`src/rtl/div_csv_sgn_pkg.sv`:
```
// Shared types and helpers for the carry-save-input signed divider.
package div_csv_sgn_pkg;

  // Control states of the divider sequencer.
  typedef enum logic [2:0] {
    IDLE,
    RESOLVE,
    ITER,
    FIX,
    DONE
  } state_t;

  // Bits needed to count 0 .. n-1 (never less than 1).
  function automatic int clog2(input int n);
    int w;
    w = 1;
    while ((1 << w) < n) w++;
    return w;
  endfunction

endpackage

```
`src/rtl/div_csv_sgn_nr_step.sv`:
```
// One radix-2 non-restoring iteration on a (widthD+1)-bit partial remainder.
module div_nr_step #(
  parameter int widthD = 8
) (
  input  logic [widthD:0]   prem,
  input  logic              bit_in,
  input  logic [widthD-1:0] dmag,
  output logic [widthD:0]   prem_next,
  output logic              q_bit
);

  logic signed [widthD:0] shifted;
  logic signed [widthD:0] dext;
  logic signed [widthD:0] sum;

  // Shift in the next dividend bit, then subtract |D| when the old remainder
  // is non-negative and add it back otherwise; the new sign gives the bit.
  always_comb begin
    shifted   = $signed({prem[widthD-1:0], bit_in});
    dext      = $signed({1'b0, dmag});
    sum       = prem[widthD] ? (shifted + dext) : (shifted - dext);
    prem_next = sum;
    q_bit     = ~sum[widthD];
  end

endmodule

```
`src/rtl/div_csv_sgn.sv`:
```
// Sequential signed divider taking a carry-save dividend. The dividend is
// resolved once, magnitudes are divided by a non-restoring radix-2 loop, and
// signs are applied in a final fix-up cycle. Results leave over valid/ready.
module div_csv_sgn
  import div_csv_sgn_pkg::*;
#(
  parameter int widthN = 16,
  parameter int widthD = 8
) (
  input  logic              clk_i,
  input  logic              rst_i,
  input  logic              in_valid_i,
  output logic              in_ready_o,
  input  logic [widthN-1:0] NS,
  input  logic [widthN-1:0] NC,
  input  logic [widthD-1:0] D,
  output logic              out_valid_o,
  input  logic              out_ready_i,
  output logic [widthN-1:0] Q,
  output logic [widthD-1:0] R,
  output logic              DZ
);

  localparam int CW = clog2(widthN);

  state_t state, state_nx;

  logic [CW-1:0]     cnt;
  logic [widthN-1:0] ns_r;
  logic [widthN-1:0] nc_r;
  logic [widthD-1:0] d_r;
  logic              sgn_n;
  logic              sgn_d;
  logic [widthN-1:0] dq;      // |N| at start, shifts into quotient magnitude
  logic [widthD-1:0] dmag;    // |D|; widthD unsigned bits hold 2^(widthD-1)
  logic [widthD:0]   prem;    // signed partial remainder

  logic [widthN-1:0] n_sum;
  logic              d_zero;
  logic [widthD:0]   step_prem;
  logic              step_q;
  logic [widthD-1:0] rmag;

  div_nr_step #(.widthD(widthD)) u_step (
    .prem      (prem),
    .bit_in    (dq[widthN-1]),
    .dmag      (dmag),
    .prem_next (step_prem),
    .q_bit     (step_q)
  );

  // Resolved dividend, zero-divisor detect and corrected remainder magnitude.
  always_comb begin
    n_sum  = ns_r + nc_r;
    d_zero = (d_r == '0);
    rmag   = prem[widthD] ? (prem[widthD-1:0] + dmag) : prem[widthD-1:0];
  end

  assign in_ready_o  = (state == IDLE);
  assign out_valid_o = (state == DONE);

  // State register.
  always_ff @(posedge clk_i or posedge rst_i) begin
    if (rst_i) state <= IDLE;
    else       state <= state_nx;
  end

  // Next-state logic. A zero divisor still passes through FIX so that the
  // divide-by-zero result is registered in the same place as normal results.
  always_comb begin
    state_nx = state;
    case (state)
      IDLE:    if (in_valid_i) state_nx = RESOLVE;
      RESOLVE: state_nx = d_zero ? FIX : ITER;
      ITER:    if (cnt == '0) state_nx = FIX;
      FIX:     state_nx = DONE;
      DONE:    if (out_ready_i) state_nx = IDLE;
      default: state_nx = IDLE;
    endcase
  end

  // Operand capture, magnitude iteration and signed result fix-up.
  always_ff @(posedge clk_i or posedge rst_i) begin
    if (rst_i) begin
      cnt   <= '0;
      ns_r  <= '0;
      nc_r  <= '0;
      d_r   <= '0;
      sgn_n <= 1'b0;
      sgn_d <= 1'b0;
      dq    <= '0;
      dmag  <= '0;
      prem  <= '0;
      Q     <= '0;
      R     <= '0;
      DZ    <= 1'b0;
    end else begin
      case (state)
        IDLE: begin
          if (in_valid_i) begin
            ns_r <= NS;
            nc_r <= NC;
            d_r  <= D;
          end
        end
        RESOLVE: begin
          sgn_n <= n_sum[widthN-1];
          sgn_d <= d_r[widthD-1];
          dq    <= n_sum[widthN-1] ? (~n_sum + 1'b1) : n_sum;
          dmag  <= d_r[widthD-1] ? (~d_r + 1'b1) : d_r;
          prem  <= '0;
          cnt   <= CW'(widthN - 1);
        end
        ITER: begin
          prem <= step_prem;
          dq   <= {dq[widthN-2:0], step_q};
          cnt  <= cnt - 1'b1;
        end
        FIX: begin
          if (d_zero) begin
            Q  <= '1;
            R  <= n_sum[widthD-1:0];
            DZ <= 1'b1;
          end else begin
            Q  <= (sgn_n ^ sgn_d) ? (~dq + 1'b1) : dq;
            R  <= sgn_n ? (~rmag + 1'b1) : rmag;
            DZ <= 1'b0;
          end
        end
        default: ;
      endcase
    end
  end

endmodule

```
`config.mk`:
```
export PLATFORM = sky130hd
export DESIGN_NAME = div_csv_sgn
export DESIGN_NICKNAME = d
export VERILOG_FILES = /design/src/rtl/div_csv_sgn_pkg.sv /design/src/rtl/div_csv_sgn_nr_step.sv /design/src/rtl/div_csv_sgn.sv
export SDC_FILE = /design/constraint.sdc
export NUM_CORES = 1
export LEC_CHECK = 0
export CAP_MARGIN = 20
export CORE_MARGIN = 2
export CORE_UTILIZATION = 40
export DETAILED_ROUTE_END_ITERATION = 10
export MAX_ROUTING_LAYER = met4
export SKIP_CTS_REPAIR_TIMING = 1
export SYNTH_ARGS = -nofsm -noshare
export SYNTH_HDL_FRONTEND = slang
export SYNTH_SLANG_ARGS = --single-unit
```
`constraint.sdc`:
```
create_clock -name clk_i -period 3.4 [get_ports clk_i]
set_clock_uncertainty 0.15 [all_clocks]
set_input_delay 0.68 -clock clk_i [delete_from_list [all_inputs] [get_ports clk_i]]
set_output_delay 0.68 -clock clk_i [all_outputs]
set_load 0.05 [all_outputs]
```
Word-level counts from Yosys, hierarchy flattened --
Index checks and enable logic that the tools add are counted.
Operators by class: reductions and logical operators 6, multiplexer cells 17, bitwise operators 6, equality and inequality tests 7, add/subtract/negate cells 9
Operators with widths (number):
- $mux W16 | 3
- $add A16 B1 Y16 const B | 2
- $mux W8 | 4
- $not A16 Y16 | 2
- $pmux W16 S2 | 1
- $pmux W9 S2 | 1
- $add A16 B16 Y16 | 1
- $add A8 B1 Y8 const B | 2
- $not A8 Y8 | 2
- $pmux W3 S5 | 1
- $add A9 B9 Y9 | 1
- $mux W3 | 3
- $mux W9 | 1
- $sub A9 B9 Y9 | 1
- $add A8 B8 Y8 | 1
- $logic_not A8 Y1 | 1
- $pmux W4 S2 | 1
- $eq A3 B2 Y1 const B | 2
- $logic_not A4 Y1 | 1
- $ne A2 B2 Y1 const B | 2
- $sub A4 B1 Y4 const B | 1
- $eq A3 B1 Y1 const B | 1
- $eq A3 B3 Y1 const B | 1
- $logic_not A3 Y1 | 1
- other kinds (7) | 8
Storage, ports and cells: word-level logic and storage cells 58, bits of input ports 44, bits in registers 107, output and inout bits 27

Logic depth before layout (Yosys ltp) --
depth after elaboration 6, depth in mapped cells 13, gate-level depth less buffers 13

Cells and area by module --
From an unflattened synthesis, not the netlist that was laid out.
Second synthesis, totals: cells, all modules 701, area, all modules 6784.0 um^2
By module, submodules not included:
- div_csv_sgn | sequential area each 2677.6 um^2, cells an instance 629, times used 1, area each 6227.2 um^2
- div_nr_step | sequential area each 0.0 um^2, cells an instance 72, times used 1, area each 556.8 um^2

Worst setup path after synthesis --
No wires, ideal clock.
kind reg2reg, from reg state[1], to reg d_r[2], slack 0.343 ns, stages on the path, launching flop included 7, buffers on the path 3, data required time 3.125 ns, arrival 2.782 ns, setup time 0.125 ns, cells stage by stage dfrtp_1 -> clkbuf_1 -> nor3_1 -> and2_1 -> clkbuf_1 -> clkbuf_1 -> mux2_2
On the way: word-level cells in the longest chain between the ends 2
Ends and longest elaborated chain:
- from (decl) | line div_csv_sgn.sv:26 | state_t state, state_nx;
- from (signal assigned) | line div_csv_sgn.sv:65 | else state <= state_nx;
- $logic_not A3 Y1
- net in_ready_o | line div_csv_sgn.sv:13 | output logic in_ready_o,
- $reduce_and A2 Y1 (no source line)
- to (signal assigned) | line div_csv_sgn.sv:88 | d_r <= '0;
- to (signal assigned) | line div_csv_sgn.sv:103 | d_r <= D;
- to (decl) | line div_csv_sgn.sv:31 | logic [widthD-1:0] d_r;
The timed path passes the listed nets, and every way through them passes these cells. A chain may end at the register's enable or synchronous reset.

Worst setup path in the final report --
from reg ns_r[0], to reg dq[15]
On the way: word-level cells in the longest chain between the ends 5
Ends and longest elaborated chain:
- from (decl) | line div_csv_sgn.sv:29 | logic [widthN-1:0] ns_r;
- from (signal assigned) | line div_csv_sgn.sv:86 | ns_r <= '0;
- from (signal assigned) | line div_csv_sgn.sv:101 | ns_r <= NS;
- $add A16 B16 Y16 * | line div_csv_sgn.sv:54 | n_sum = ns_r + nc_r;
- $not A16 Y16 | line div_csv_sgn.sv:109 | dq <= n_sum[widthN-1] ? (~n_sum + 1'b1) : n_sum;
- $add A16 B1 Y16 | line div_csv_sgn.sv:109
- $mux W16 * | line div_csv_sgn.sv:109
- $pmux W16 S2 * | line div_csv_sgn.sv:98 | case (state)
- to (signal assigned) | line div_csv_sgn.sv:109
- to (signal assigned) | line div_csv_sgn.sv:116 | dq <= {dq[widthN-2:0], step_q};
- to (decl) | line div_csv_sgn.sv:34 | logic [widthN-1:0] dq;
Mark *: on every way between the ends. The rest lies on a longest branch, timed or not.

==> impl_metrics.ini <==
[setup_path]
worstPathArrival_ns = 3.33
reg2reg_slack_ns = 0.22
crit_path_start_kind = flop
crit_fanout = 5
cp-end-kind = flop
cp_data_required_time_ns = 3.55
path_class = reg2reg

[synth]
ys_seq_area_share_pct = 38.86
synth.largest_area_cell = dfrtp_1
avgSynthCellArea_sq_um = 9.375
postSynth.asyncResetShare_pct = 100.0
synth_top_area_share_pct = 38.86
synth_cell_types = 72
ys_warn_count = 0
syn_area_sq_mm = 0.006890
syn_inst = 735
ys_ff_latch = 107
synth-edff-count = 0
synthTopCellsByArea = dfrtp_1 39%, ha_1 6.5%, mux2_2 6.4%, o21ai_0 5.5%, nand2_1 4.0%
syn_nets = 818
synth_ff_type = dfrtp_1

[floorplan]
fp.dieW_microns = 135.2
ios = 71
rows = 47
core-area_sq_mm = 0.01670
die_area_sq_mm = 0.01829
start_util_pct = 41.26
die_h_microns = 135.2

[timing]
fin_crit_ns = 3.182
slew_viol_final = 0
hold_viol = 0
tightestPinTransition_ns = 0.9532
worst_slack_ns = 0.2180
slew_headroom_pct = 36.30
fmaxAchievable_mhz = 314.3
tns_ns = 0
setup_viol = 0
rsz0062_at_grt = no
finalCritPeriodShare_pct = 93.59

[placed_design]
gp_congestion = 0.8470
dp_cells = 1004
io_buffers = 70
dpl_cell_area_sq_mm = 0.007809
dp_slack_ns = 0.08669
hpwl_microns = 12190

[clock_network]
clk_transition_reported_paths_ns = 0.08
clkSinkCount = 107
clockBufferDepth = 2
cts-root-buf = clkbuf_16
cts_tree = built
clk_latency_ns = 0.36
h-tree-depth = 3
numCtsBuffers = 9

[job]
cap_violations = 0

[final_layout]
layout-drive-gt1-share_pct = 12.00
area_growth_pct = 18.10
stdcell_count = 1020
final_nets = 878
stdcell_area_sq_mm = 0.008138
diodes = 0
final_common_cell = dfrtp_1
nFillCells = 1624
layout_common_cells = 107 x dfrtp_1, 76 x o21ai_0, 74 x nand2_1

[route]
wl_microns = 15860
postRouteAntennaNets = 0
vias_per_cell = 5.391
wl_per_cell_microns = 15.55
dr_total_vias = 5499
drc = 0
dr.pass1.iters = 5
drt_first_iter_violations = 314

[worst_hold_path]
holdCritPathClass = reg2reg

[run_status]
outcome = completed

[grt]
grt_pass1_vias = 5237
grt_pass1_wl_microns = 26340
grtUsageTotal_pct = 18.57
gr-total-overflow = 0
antenna_found_initial = 0
grt_max_degree = 76
==> final timing paths <==
| path | cells past startpoint | from | endpoint |
|---|---|---|---|
| hold reg to reg | 1 | Q[1] | Q[1] |
| setup reg to reg | 10 | ns_r[0] | dq[15] |
| max in group asynchronous | 3 | rst_i | Q[8] |
| min in group asynchronous | 3 | rst_i | d_r[0] |
| hold / removal | 1 | Q[1] | Q[1] |
| setup / recovery | 10 | ns_r[0] | dq[15] |
==> synthesized netlist by cell type (4+ instances only) <==
cell type  instances
nor2_1            51
ha_1              36
nand3_1            9
buf_6              4
nor2b_1            7
xor2_1            30
o22ai_1            4
a22oi_1           17
o21a_1             6
or3_1              6
mux2i_1            8
o21ai_0           76
and3_1             6
inv_1             32
a21o_1            11
and2_1             4
a21oi_1           38
mux2_2            39
a211oi_1           7
xnor2_1           31
dfrtp_1          107
clkbuf_1          26
nand2_1           74
o211ai_1           5
a31oi_1           10
nor3_1            18
==> worst max-delay path, stage by stage (launching register included) <==
cell and delay, ns:
dfrtp_1 0.39, ha_1 0.25, fa_2 0.39, a21o_1 0.19, a221o_2 0.44, xor2_1 0.21, nor2_2 0.20, nor4b_4 0.30
nand3_1 0.12, or4_1 0.41, nand2_1 0.08
==> area by class of cell <==
class,instances,area (sq um),area share (%)
Multi-Input combinational cell,561,3925,48.23
Sequential cell,107,2678,32.90
Timing Repair Buffer,84,818.3,10.06
Tap cell,220,275.3,3.383
Clock buffer,10,239.0,2.937
Inverter,32,123.9,1.522
Clock inverter,6,78.83,0.9686
==> cell families after synthesis <==
kind of cell	synth area share, %
multiplexers	7.536
flip-flops	38.86
AO/OA/AOI/OAI	19.34
buffers and inverters	4.503
XOR/XNOR	8.226
adder cells (fa/ha/maj)	7.409
AND/OR/NAND/NOR	14.13
==> state kept, by name, summed over array words and instances (netlist names) <==
| name | cells |
|---|---|
| sgn_d | 1 |
| dmag | 8 |
| prem | 9 |
| dq | 16 |
| cnt | 4 |
| Q | 16 |
| d_r | 8 |
| sgn_n | 1 |
| R | 8 |
| nc_r | 16 |
| DZ | 1 |
| state | 3 |
| ns_r | 16 |
==> routing by layer <==
metal / vias to the layer above / wire length, microns / GRT usage, %
met2: 133 / 6957 / 27.52
met4: 0 / 335 / 6.539
li1: 2744 / - / -
met3: 25 / 679 / 2.432
met1: 2597 / 7891 / 26.24
met5: - / 0 / -
==> metrics by stage <==
step                utilization [%]  hold WS [ns]
global route                  48.73        0.3593
detailed placement            46.76        0.3158
finish                        48.73        0.3326
global placement              46.76        0.3117
CTS                           48.66        0.3338
floorplan                         -        0.2990
Power is left out: the tool's default activity adds up to more than one toggle a clock period on the data nets, which glitch-free logic cannot reach.
